`src/rtl/eth_sched_pkg.sv`:
```
// Shared types and widths for the ethernet frame scheduler.
package eth_sched_pkg;

  localparam int CNT_W = 9;   // payload byte counter, frames up to 511 bytes
  localparam int GAP_W = 8;   // inter-frame gap counter, up to 255 cycles

  typedef enum logic [1:0] {
    IDLE = 2'd0,
    XFER = 2'd1,
    GAP  = 2'd2
  } state_t;

  typedef enum logic {
    SRC_PIX = 1'b0,
    SRC_AUD = 1'b1
  } src_t;

endpackage

```
`src/rtl/rr_arbiter2.sv`:
```
// Two-requester frame arbiter: round-robin on ties, remembering the last
// completed grant. Build option ETH_AUDIO_PRIORITY_EN makes audio win every tie.
module rr_arbiter2
  import eth_sched_pkg::*;
(
  input  logic clk,
  input  logic rst,
  input  logic pix_req,
  input  logic aud_req,
  input  logic update,     // a frame just completed
  input  src_t done_src,   // source of the frame that completed
  output logic any_req,
  output src_t grant
);

  src_t last_grant_reg;

  // Remember who finished last; audio after reset so pixel wins the first tie.
  always_ff @(posedge clk) begin
    if (rst) begin
      last_grant_reg <= SRC_AUD;
    end else if (update) begin
      last_grant_reg <= done_src;
    end
  end

  // Grant decision for the current request pair.
  always_comb begin
    any_req = pix_req | aud_req;
    grant   = SRC_PIX;
    if (pix_req && aud_req) begin
`ifdef ETH_AUDIO_PRIORITY_EN
      grant = SRC_AUD;
`else
      grant = (last_grant_reg == SRC_AUD) ? SRC_PIX : SRC_AUD;
`endif
    end else if (aud_req) begin
      grant = SRC_AUD;
    end
  end

endmodule

```
`src/rtl/eth_frame_scheduler.sv`:
```
// Frame scheduler sharing the RMII transmit path between pixel and audio
// sources: one whole frame per grant, sof/eof/type tagging, then a fixed
// inter-frame gap. Optional build macro: ETH_AUDIO_PRIORITY_EN (audio wins ties).
module eth_frame_scheduler
  import eth_sched_pkg::*;
#(
  parameter int PIX_BYTES  = 320,
  parameter int AUD_BYTES  = 256,
  parameter int IFG_CYCLES = 48
) (
  input  logic       clk,
  input  logic       rst,
  input  logic       pix_req,
  input  logic       pix_valid,
  input  logic [7:0] pix_data,
  output logic       pix_ready,
  input  logic       aud_req,
  input  logic       aud_valid,
  input  logic [7:0] aud_data,
  output logic       aud_ready,
  input  logic       tx_ready,
  output logic       tx_valid,
  output logic [7:0] tx_data,
  output logic       tx_sof,
  output logic       tx_eof,
  output logic       tx_type,
  output logic       busy
);

  localparam logic [CNT_W-1:0] PIX_LAST = CNT_W'(PIX_BYTES - 1);
  localparam logic [CNT_W-1:0] AUD_LAST = CNT_W'(AUD_BYTES - 1);
  localparam logic [GAP_W-1:0] IFG_LOAD = GAP_W'(IFG_CYCLES);

  state_t           state_reg, state_next;
  src_t             sel_reg, sel_next;
  logic [CNT_W-1:0] count_reg, count_next;
  logic [GAP_W-1:0] gap_reg, gap_next;

  logic             any_req;
  src_t             grant;
  logic             frame_done;
  logic             sel_valid;
  logic [7:0]       sel_data;
  logic [CNT_W-1:0] last_idx;

  rr_arbiter2 u_arb (
    .clk      (clk),
    .rst      (rst),
    .pix_req  (pix_req),
    .aud_req  (aud_req),
    .update   (frame_done),
    .done_src (sel_reg),
    .any_req  (any_req),
    .grant    (grant)
  );

  // State, grant and counters; reset abandons any frame in flight.
  always_ff @(posedge clk) begin
    if (rst) begin
      state_reg <= IDLE;
      sel_reg   <= SRC_PIX;
      count_reg <= '0;
      gap_reg   <= '0;
    end else begin
      state_reg <= state_next;
      sel_reg   <= sel_next;
      count_reg <= count_next;
      gap_reg   <= gap_next;
    end
  end

  // Next-state logic plus the zero-latency byte pass-through during XFER.
  always_comb begin
    sel_valid  = (sel_reg == SRC_AUD) ? aud_valid : pix_valid;
    sel_data   = (sel_reg == SRC_AUD) ? aud_data  : pix_data;
    last_idx   = (sel_reg == SRC_AUD) ? AUD_LAST  : PIX_LAST;

    state_next = state_reg;
    sel_next   = sel_reg;
    count_next = count_reg;
    gap_next   = gap_reg;
    frame_done = 1'b0;
    tx_valid   = 1'b0;
    tx_data    = '0;
    tx_sof     = 1'b0;
    tx_eof     = 1'b0;
    pix_ready  = 1'b0;
    aud_ready  = 1'b0;

    case (state_reg)
      IDLE: begin
        if (any_req) begin
          sel_next   = grant;
          count_next = '0;
          state_next = XFER;
        end
      end

      XFER: begin
        tx_valid  = sel_valid;
        tx_data   = sel_data;
        pix_ready = (sel_reg == SRC_PIX) && tx_ready;
        aud_ready = (sel_reg == SRC_AUD) && tx_ready;
        tx_sof    = (count_reg == '0) && sel_valid;
        tx_eof    = (count_reg == last_idx) && sel_valid;
        // Frame length comes from the counter alone; requests are ignored here.
        if (sel_valid && tx_ready) begin
          if (count_reg == last_idx) begin
            frame_done = 1'b1;
            count_next = '0;
            gap_next   = IFG_LOAD;
            state_next = GAP;
          end else begin
            count_next = count_reg + 1'b1;
          end
        end
      end

      GAP: begin
        gap_next = gap_reg - 1'b1;
        if (gap_reg <= 1) begin
          state_next = IDLE;
        end
      end

      default: begin
        state_next = IDLE;
      end
    endcase
  end

  assign tx_type = sel_reg;
  assign busy    = (state_reg != IDLE);

endmodule

```
`config.mk`:
```
export PLATFORM = sky130hd
export DESIGN_NAME = eth_frame_scheduler
export DESIGN_NICKNAME = d
export VERILOG_FILES = /design/src/rtl/eth_sched_pkg.sv /design/src/rtl/rr_arbiter2.sv /design/src/rtl/eth_frame_scheduler.sv
export SDC_FILE = /design/constraint.sdc
export NUM_CORES = 1
export LEC_CHECK = 0
export ABC_AREA = 1
export CORE_MARGIN = 5
export CORE_UTILIZATION = 45
export CTS_CLUSTER_DIAMETER = 100
export DETAILED_ROUTE_END_ITERATION = 8
export GPL_TIMING_DRIVEN = 0
export PLACE_DENSITY_LB_ADDON = 0.15
export SLEW_MARGIN = 20
export SYNTH_ARGS = -nofsm -noshare
export SYNTH_HDL_FRONTEND = slang
export SYNTH_HIERARCHICAL = 1
export SYNTH_SLANG_ARGS = --single-unit
```
`constraint.sdc`:
```
create_clock -name clk -period 1.75 [get_ports clk]
set_input_delay 0.35 -clock clk [delete_from_list [all_inputs] [get_ports clk]]
set_output_delay 0.35 -clock clk [all_outputs]
set_load 0.01 [all_outputs]
```
==> results of run 1 <==
## synthesized netlist by cell type (all sizes together)
master	number
nor4	1
nor2	23
buf	2
nand4	4
nor4b	1
or2	6
xor2	1
clkinv	1
o21ai	6
nor3	8
a31oi	1
clkbuf	3
inv	30
ha	4
a21boi	1
and2	1
dfxtp	21
nand3	20
a21oi	22
nand2	68
## worst register-to-register path, delay by kind of cell (launching register included)
kind | cells | cell delay (ns)
buffers and inverters | 3 | 0.31
adders and majority gates | 1 | 0.14
and+or+nand+nor | 6 | 0.62
DFF | 1 | 0.38
## power by group
group | switching [mW] | internal (mW)
Sequential | 0.0362 | 0.513
Clock | 0.156 | 0.0853
Combinational | 0.316 | 0.259
Total | 0.508 | 0.857
## kinds of logic (layout without fill, tap and decap cells)
family | Yosys count | after routing
adders and majority gates | 4 | 4
AOI/OAI and AO/OA | 30 | 30
buffers and inverters | 36 | 88
xor gates and xnor gates | 1 | 1
and+or+nand+nor | 132 | 132
DFF | 21 | 21
## layer usage
layer,vias up,global-route usage [%],share of wire (%)
met2,46,30.4,46
li1,816,-,-
met4,0,5.33,1.8
met5,-,0,0
met3,10,3.74,6.1
met1,728,25.9,46
## cell type report
cell class,count,area (µm²)
inverters,31,124
repair buffers,48,412
multi-input cells,167,937
well taps,44,55.1
plain buffers,5,47.5
fillers,307,1010
clock buffers,3,22.5
flip-flops and latches,21,438
clock inverters,1,5.00
## metrics by stage
step / hold WS [ns] / util, %
3_5_place_dp: 0.445 / 60.8
2_1_floorplan: 0.428 / -
5_1_grt: 0.509 / 66.8
4_1_cts: 0.479 / 64.2
3_3_place_gp: 0.442 / 60.8
6_report: 0.482 / 66.8
## worst max-delay path by stage
stage / to / slack (ns) / cells past startpoint
global placement: tx_sof / -0.68 / 6
finish: tx_sof / -0.02 / 6
CTS: tx_sof / -0.12 / 6
global route: tx_sof / -0.11 / 6
floorplan: tx_sof / 0.21 / 4
detailed placement: tx_sof / -0.69 / 6
## timing repair
action | 4_1_cts | 5_1_grt
endpoints found under the setup margin | 13 | 14
pin swaps | 4 | 10
setup buffers | 4 | 7
gates resized for setup | 52 | 33
==> out/metrics.cfg, run 1 <==
[worst_hold_path]
min_from = u_arb/last_grant_reg$_SDFFE_PP1P_
min_path_cells = 2
holdPathEnd = u_arb/last_grant_reg$_SDFFE_PP1P_
hp-class = flip-flop to flip-flop

[worst_setup_path]
crit_path_end_kind = output port
crit_path_max_fanout = 5
r2r_slack_ns = 0.20
arrival_ns = 1.42
startpoint = tx_type$_SDFFE_PP0P_
critPathTopFamily = simple AND/OR/NAND/NOR gates
r2r_end = u_arb/last_grant_reg$_SDFFE_PP1P_
ff2ff_path_depth = 10
cp.buffers_inverters = 2
path_class = flip-flop to output port
cp_slowest_cell = dfxtp_4
cp_cell_sequence = inv_4 -> nand2_1 -> nand2_2 -> nand2_4 -> nor4b_4 -> buf_2
cpPeakStageDelay_ns = 0.39
rr_startpoint = count_reg[0]$_SDFFE_PP0P_
start_kind = flip-flop
critical_path_required_ns = 1.40

[floorplanning]
die-area_um2 = 4410
die_w_um = 66.4
core-area_um2 = 3050
num_rows = 20
pin_count = 38
die_h_um = 66.4
start_util_pct = 46.9

[detailed_routing]
drc = 0
vias = 1600
first_pass_iters = 4
ant_nets = 0
routed_wl_um = 3930
wl_per_cell_um = 12.3
detail_route.vias_per_cell = 5.00
drtIter0Drc = 57

[timing]
drv_slew = 0
finClkSkew_ns = 0.00410
fin_crit_sh_pct = 101
setup_viol = 2
slew_headroom_pct = 67.7
fin_setup_tns_ns = -0.0295
fmax_ghz = 0.566
layout_setup_ws_ns = -0.0158
rsz0062_at_grt = true
final.min_clock_period_ns = 1.77
worstMarginPinSlew_ns = 0.480
hold_viol_final = 0

[power_and_ir_drop]
leakagePower_nw = 0.940
powerDensity_nw_per_um2 = 669
power.total_mw = 1.36
peakVddDrop_uv = 475

[flow_run]
maxCapViolations = 0

[place]
dp_slack_ns = -0.689
port_buffers = 37
place_congestion = 0.896
place_area_um2 = 1860
dp_cells = 305
place.detailed.hpwl_um = 2740

[cts]
cts_buffers = 3
hold_buffers = 0
clock_path_buffers = 2
clk_latency_ns = 0.31
cts_tree = done
htreeDepth = 1
clock_sinks = 21
clk_pin_slew_ns = 0.12
cts_root_buffer = clkbuf_4

[synthesis]
synth_area_leaders = dfxtp_1 (29%), nand2_1 (16%), a21oi_1 (7.7%)
synth_xor_area_share_pct = 0.612
synth-simple-area-share_pct = 44.9
yosys_warnings = 6
synth_top_family_by_area = simple AND/OR/NAND/NOR gates
avgSynthCellArea_um2 = 6.39
yosysTopAreaCellShare_pct = 29.4
synthAdderAreaFrac_pct = 3.50
syn_area_um2 = 1430
ys_types = 30
syn_inst = 224
ys_ff_latch = 21
ys_seq_area_share_pct = 29.4
synth_compound_area_share_pct = 10.8
syn-num-nets = 251
yosysTopAreaCell = dfxtp_1
synthMuxAreaShare_pct = 0

[outcome]
violations = setup timing
outcome = complete, but fails checks

[finish]
final_area_um2 = 2040
mostFrequentLayoutCells = nand2_1 (58), inv_1 (25), a21oi_1 (21), clkdlybuf4s50_1 (21)
largest_reg_flops = 9
n_antenna_cell = 0
final_nets = 304
syn_to_final_growth_pct = 42.6
layout-drive-gt1-share_pct = 26.4
final_cells = 320
final_common_cell = nand2_1

[grt]
grt_pass1_vias = 1467
grt_pass1_wl_um = 6620
antenna_found_initial = 0
grt-ovfl-total = 0
grt_max_degree = 13
grt.total_usage_pct = 19.1

(Power assumes the default switching activity.)
==> inputs of run 2 (changes only) <==
Settings changed: REMOVE_ABC_BUFFERS set to 1.
==> out/metrics.cfg, run 2 (synthesis results as in run 1) <==
[cts]
cts_tree = done  ; unchanged
clk_latency_ns = 0.30  ; was 0.31 ns
htreeDepth = 1  ; unchanged
cts_buffers = 3  ; unchanged
clock_sinks = 21  ; unchanged
clock_path_buffers = 2  ; unchanged
cts_root_buffer = clkbuf_4  ; unchanged
clk_pin_slew_ns = 0.13  ; was 0.12 ns

[detailed_routing]
ant_nets = 0  ; unchanged
routed_wl_um = 3770  ; was 3930 µm
drtIter0Drc = 75  ; was 57
first_pass_iters = 4  ; unchanged
vias = 1533  ; was 1600
drc = 0  ; unchanged
detail_route.vias_per_cell = 4.88  ; was 5.00
wl_per_cell_um = 12.0  ; was 12.3 µm

[grt]
grt.total_usage_pct = 17.6  ; was 19.1%
grt_pass1_vias = 1343  ; was 1467
antenna_found_initial = 0  ; unchanged
grt-ovfl-total = 0  ; unchanged
grt_max_degree = 15  ; was 13
grt_pass1_wl_um = 6130  ; was 6620 µm

[floorplanning]
die_w_um = 66.4  ; unchanged
num_rows = 20  ; unchanged
die-area_um2 = 4410  ; unchanged
core-area_um2 = 3050  ; unchanged
die_h_um = 66.4  ; unchanged
pin_count = 38  ; unchanged
start_util_pct = 46.9  ; unchanged

[place]
place.detailed.hpwl_um = 2560  ; was 2740 µm
port_buffers = 37  ; unchanged
place_congestion = 0.888  ; was 0.896
dp_slack_ns = -0.709  ; was -0.689 ns

[timing]
finClkSkew_ns = 0.00417  ; was 0.00410 ns
hold_viol_final = 0  ; unchanged
setup_viol = 1  ; was 2
layout_setup_ws_ns = -0.103  ; was -0.0158 ns
final.min_clock_period_ns = 1.85  ; was 1.77 ns
fin_crit_sh_pct = 106  ; was 101%
drv_slew = 0  ; unchanged
worstMarginPinSlew_ns = 0.522  ; was 0.480 ns
slew_headroom_pct = 64.9  ; was 67.7%
rsz0062_at_grt = true  ; unchanged
fin_setup_tns_ns = -0.103  ; was -0.0295 ns
fmax_ghz = 0.540  ; was 0.566 GHz

[worst_setup_path]
start_kind = input pin  ; was flip-flop
rr_startpoint = tx_type$_SDFFE_PP0P_  ; was count_reg[0]$_SDFFE_PP0P_
cpPeakStageDelay_ns = 0.46  ; was 0.39 ns
cp_cell_sequence = clkdlybuf4s50_1 -> nand2_1 -> nand2_2 -> nand2_4 -> nor4b_4 -> buf_2  ; was inv_4 -> nand2_1 -> nand2_2 -> nand2_4 -> nor4b_4 -> buf_2
critical_path_required_ns = 1.40  ; about the same
ff2ff_path_depth = 10  ; unchanged
arrival_ns = 1.50  ; was 1.42 ns
cp_slowest_cell = clkdlybuf4s50_1  ; was dfxtp_4
crit_path_max_fanout = 4  ; was 5
r2r_end = count_reg[1]$_SDFFE_PP0P_  ; was u_arb/last_grant_reg$_SDFFE_PP1P_
r2r_slack_ns = 0.19  ; was 0.20 ns
crit_path_end_kind = output port  ; unchanged
path_class = input pin to output port  ; was flip-flop to output port

[power_and_ir_drop]
p_int_mw = 0.841  ; was 0.857 mW
seqPwrFrac_pct = 41.4  ; was 40.2%
p_sw_mw = 0.514  ; was 0.508 mW
swShare_pct = 37.9  ; was 37.2%
pwr-share-clk_pct = 17.7  ; about the same
powerDensity_nw_per_um2 = 680  ; was 669 nW/µm²
peakVddDrop_uv = 542  ; was 475 µV
combPwrFrac_pct = 40.9  ; was 42.1%
leakagePower_nw = 0.905  ; was 0.940 nW

[outcome]
violations = setup timing  ; unchanged
outcome = complete, but fails checks  ; unchanged

[finish]
final_nets = 298  ; was 304
layout-drive-gt1-share_pct = 23.3  ; was 26.4%
fillers = 296  ; was 307
largest_reg_flops = 9  ; unchanged
n_antenna_cell = 0  ; unchanged
final_common_cell = nand2_1  ; unchanged
mostFrequentLayoutCells = nand2_1 (58), inv_1 (25), clkdlybuf4s50_1 (22)  ; was nand2_1 (58), inv_1 (25), a21oi_1 (21), clkdlybuf4s50_1 (21)
syn_to_final_growth_pct = 39.2  ; was 42.6%

[worst_hold_path]
holdPathEnd = u_arb/last_grant_reg$_SDFFE_PP1P_  ; unchanged
hp-class = flip-flop to flip-flop  ; unchanged
min_from = u_arb/last_grant_reg$_SDFFE_PP1P_  ; unchanged
min_path_cells = 2  ; unchanged

[flow_run]
maxCapViolations = 0  ; unchanged

==> run 2: cell count changes in the layout (fill, tap and decap cells not counted), moves of 2 or more <==
| cell | before | now |
|---|---|---|
| inv_8 | 0 | 2 |
| buf_6 | 3 | 0 |
| buf_2 | 6 | 3 |
| buf_4 | 11 | 9 |
| clkbuf_2 | 5 | 7 |
| dlymetal6s2s_1 | 3 | 1 |
| clkdlybuf4s15_2 | 2 | 0 |
| dlygate4sd2_1 | 0 | 3 |
| inv_2 | 4 | 1 |
| inv_4 | 1 | 3 |
==> run 2: critical path: cells and delay by family <==
family / cells / cell delay (ns)
buffers and inverters: 2 / 0.63
and+or+nand+nor: 4 / 0.52
==> run 2: power by group through the flow <==
stage | Clock, mW | Sequential, mW | Combinational, mW
after floorplan | 0 | 0.549 | 0.301
after global placement | 0 | 0.557 | 0.482
after detailed placement | 0 | 0.557 | 0.489
after CTS | 0.248 | 0.551 | 0.507
after global routing | 0.270 | 0.568 | 0.620
final | 0.240 | 0.561 | 0.554
==> run 2: how the worst max path moves through the flow <==
stage | from | slack (ns) | to | depth (start not counted)
floorplan | tx_type$_SDFFE_PP0P_ | 0.04 | tx_sof | 5
global placement | aud_valid | -0.69 | tx_sof | 6
detailed placement | aud_valid | -0.71 | tx_sof | 6
CTS | aud_valid | -0.12 | tx_sof | 6
global route | pix_valid | -0.17 | tx_sof | 6
finish | pix_valid | -0.10 | tx_sof | 6
==> run 2: repair_timing <==
item	CTS	global route
gates resized for setup	40	35
hold buffers	0	0
endpoints found under the setup margin	17	13
buffers inserted	5	4
pin swaps	2	5
cloned	1	0
==> run 2: layout make-up <==
type / count / area [µm²] / share of cell area (%)
inverter: 31 / 139 / 6.97
multi-input combinational: 168 / 947 / 47.6
sequential: 21 / 437 / 21.9
clock inverter: 1 / 5.00 / 0.251
clock buffer: 3 / 22.5 / 1.13
timing repair buffer: 46 / 387 / 19.4
tap: 44 / 55.1 / 2.76
==> run 2: stage by stage <==
| step | area, µm² | instances | power (mW) | utilization, % | hold WS (ns) |
|---|---|---|---|---|---|
| global route | 1990 | 314 | 1.46 | 65.2 | 0.502 |
| global placement | 1820 | 300 | 1.04 | 59.7 | 0.445 |
| CTS | 1920 | 310 | 1.30 | 62.8 | 0.480 |
| finish | 1990 | 314 | 1.35 | 65.2 | 0.479 |
| floorplan | 1400 | 219 | 0.850 | - | 0.419 |
| detailed placement | 1820 | 300 | 1.05 | 59.7 | 0.448 |
==> run 2: layer usage <==
layer  wire [µm]  global-route usage, %  vias to the layer above
met5           0                      0                        -
met4          21                   3.81                        0
met3         286                   4.08                        2
met2        1650                   28.9                       43
met1        1820                   23.3                      680
li1            -                      -                      808
==> inputs of run 3 (changes only) <==
Settings changed: SKIP_CTS_REPAIR_TIMING set to 1.
==> out/metrics.cfg, run 3 (synthesis results as in run 1) <==
[outcome]
outcome = complete, but fails checks  ; unchanged
violations = setup timing  ; unchanged

[power_and_ir_drop]
swShare_pct = 37.0  ; was 37.9%
combPwrFrac_pct = 39.8  ; was 40.9%
seqPwrFrac_pct = 42.1  ; was 41.4%
power.total_mw = 1.32  ; was 1.35 mW
leakagePower_nw = 1.04  ; was 0.905 nW
p_int_mw = 0.831  ; was 0.841 mW
p_sw_mw = 0.489  ; was 0.514 mW
powerDensity_nw_per_um2 = 664  ; was 680 nW/µm²
peakVddDrop_uv = 538  ; was 542 µV
pwr-share-clk_pct = 18.1  ; was 17.7%

[detailed_routing]
routed_wl_um = 3740  ; was 3770 µm
wl_per_cell_um = 12.0  ; about the same
drc = 0  ; unchanged
first_pass_iters = 4  ; unchanged
drtIter0Drc = 58  ; was 75
detail_route.vias_per_cell = 4.95  ; was 4.88
ant_nets = 0  ; unchanged
vias = 1540  ; was 1533

[floorplanning]
start_util_pct = 46.9  ; unchanged
die-area_um2 = 4410  ; unchanged
die_h_um = 66.4  ; unchanged
pin_count = 38  ; unchanged
die_w_um = 66.4  ; unchanged
core-area_um2 = 3050  ; unchanged
num_rows = 20  ; unchanged

[timing]
worstMarginPinSlew_ns = 0.503  ; was 0.522 ns
drv_slew = 0  ; unchanged
setup_viol = 1  ; unchanged
fin_crit_sh_pct = 105  ; was 106%
fmax_ghz = 0.545  ; was 0.540 GHz
finClkSkew_ns = 0.00691  ; was 0.00417 ns
hold_viol_final = 0  ; unchanged
rsz0062_at_grt = true  ; unchanged
final.min_clock_period_ns = 1.84  ; was 1.85 ns
hold_ws_ns = 0.477  ; was 0.479 ns
slew_headroom_pct = 66.2  ; was 64.9%
layout_setup_ws_ns = -0.0857  ; was -0.103 ns

[cts]
clk_pin_slew_ns = 0.13  ; about the same
clk_latency_ns = 0.30  ; about the same
cts_tree = done  ; unchanged
htreeDepth = 1  ; unchanged
clock_path_buffers = 2  ; unchanged
cts_buffers = 3  ; unchanged
clock_sinks = 21  ; unchanged
cts_root_buffer = clkbuf_4  ; unchanged

[finish]
largest_reg_flops = 9  ; unchanged
syn_to_final_growth_pct = 38.9  ; was 39.2%
layout-drive-gt1-share_pct = 17.2  ; was 23.3%
multi_input_area_um2 = 912  ; was 947 µm²
mostFrequentLayoutCells = nand2_1 (58), inv_1 (27), a21oi_1 (22), clkdlybuf4s50_1 (22), nor2_1 (20)  ; was nand2_1 (58), inv_1 (25), clkdlybuf4s50_1 (22)
final_area_um2 = 1990  ; about the same
final_nets = 295  ; was 298
ff_latch_area_um2 = 434  ; was 437 µm²
fillers = 302  ; was 296
n_antenna_cell = 0  ; unchanged
final_common_cell = nand2_1  ; unchanged

[place]
dp_slack_ns = -0.709  ; unchanged
place_congestion = 0.888  ; unchanged
place_area_um2 = 1820  ; unchanged
place.detailed.hpwl_um = 2560  ; unchanged
port_buffers = 37  ; unchanged

[worst_setup_path]
arrival_ns = 1.49  ; was 1.50 ns
path_class = input pin to output port  ; unchanged
crit_path_max_fanout = 4  ; unchanged
start_kind = input pin  ; unchanged
crit_path_end_kind = output port  ; unchanged
cpPeakStageDelay_ns = 0.45  ; was 0.46 ns
cp_slowest_cell = clkdlybuf4s50_1  ; unchanged
cp.buffers_inverters = 2  ; unchanged
cp_cell_sequence = clkdlybuf4s50_1 -> nand2_1 -> nand2_2 -> nand2_4 -> nor4b_4 -> buf_2  ; unchanged
critical_path_required_ns = 1.40  ; about the same
critPathTopFamily = buffers and inverters  ; unchanged

[grt]
grt_max_degree = 15  ; unchanged
grt_pass1_vias = 1271  ; was 1343
antenna_found_initial = 0  ; unchanged
grt.total_usage_pct = 16.3  ; was 17.6%
grt_pass1_wl_um = 5730  ; was 6130 µm
grt-ovfl-total = 0  ; unchanged

[worst_hold_path]
hp-class = flip-flop to flip-flop  ; unchanged

[flow_run]
maxCapViolations = 0  ; unchanged

## run 3: final timing paths
| check | start | to | slack (ns) | cells after the start |
|---|---|---|---|---|
| worst min-delay path | u_arb/last_grant_reg$_SDFFE_PP1P_ | u_arb/last_grant_reg$_SDFFE_PP1P_ | 0.48 | 2 |
| worst max register to register | gap_reg[0]$_SDFFE_PP0P_ | state_reg[1]$_SDFFE_PP0P_ | 0.36 | 7 |
| worst min register to register | u_arb/last_grant_reg$_SDFFE_PP1P_ | u_arb/last_grant_reg$_SDFFE_PP1P_ | 0.48 | 2 |
| worst max-delay path | aud_valid | tx_sof | -0.09 | 6 |
## run 3: layer usage
layer / GRT usage (%) / routed length, µm / share of wire [%]
met4: 3.81 / 21 / 0.56
met1: 22.3 / 1850 / 50
met2: 25.3 / 1550 / 41
met3: 4.25 / 312 / 8.4
met5: 0 / 0 / 0
## run 3: power by group through the flow
stage | clock network (mW) | registers, mW | logic (mW)
finish | 0.239 | 0.556 | 0.525
global route | 0.267 | 0.563 | 0.587
CTS | 0.248 | 0.547 | 0.491
detailed placement | 0 | 0.557 | 0.489
global placement | 0 | 0.557 | 0.482
floorplan | 0 | 0.549 | 0.301
## run 3: area by class of cell
cell class              instances  share of cell area [%]
flip-flops and latches         21                    21.8
inverters                      31                    6.48
repair buffers                 43                    21.6
clock buffers                   3                    1.13
clock inverters                 1                   0.252
well taps                      44                    2.77
multi-input cells             168                    45.9
## run 3: worst reg2reg max path, cell delays in order (launching register included)
cell and delay (ns):
dfxtp_1 0.38, inv_1 0.10, ha_1 0.27, o21ai_0 0.21, nor2_1 0.06, nor2_1 0.08
nor2_1 0.04, nor3_1 0.17
## run 3: per-stage QoR
step / std cells / util [%] / setup TNS, ns
6_report: 311 / 65.1 / -0.0857
5_1_grt: 311 / 65.1 / -0.304
3_5_place_dp: 300 / 59.7 / -3.42
4_1_cts: 304 / 60.6 / -7.46
3_3_place_gp: 300 / 59.7 / -3.32
2_1_floorplan: 219 / - / 0
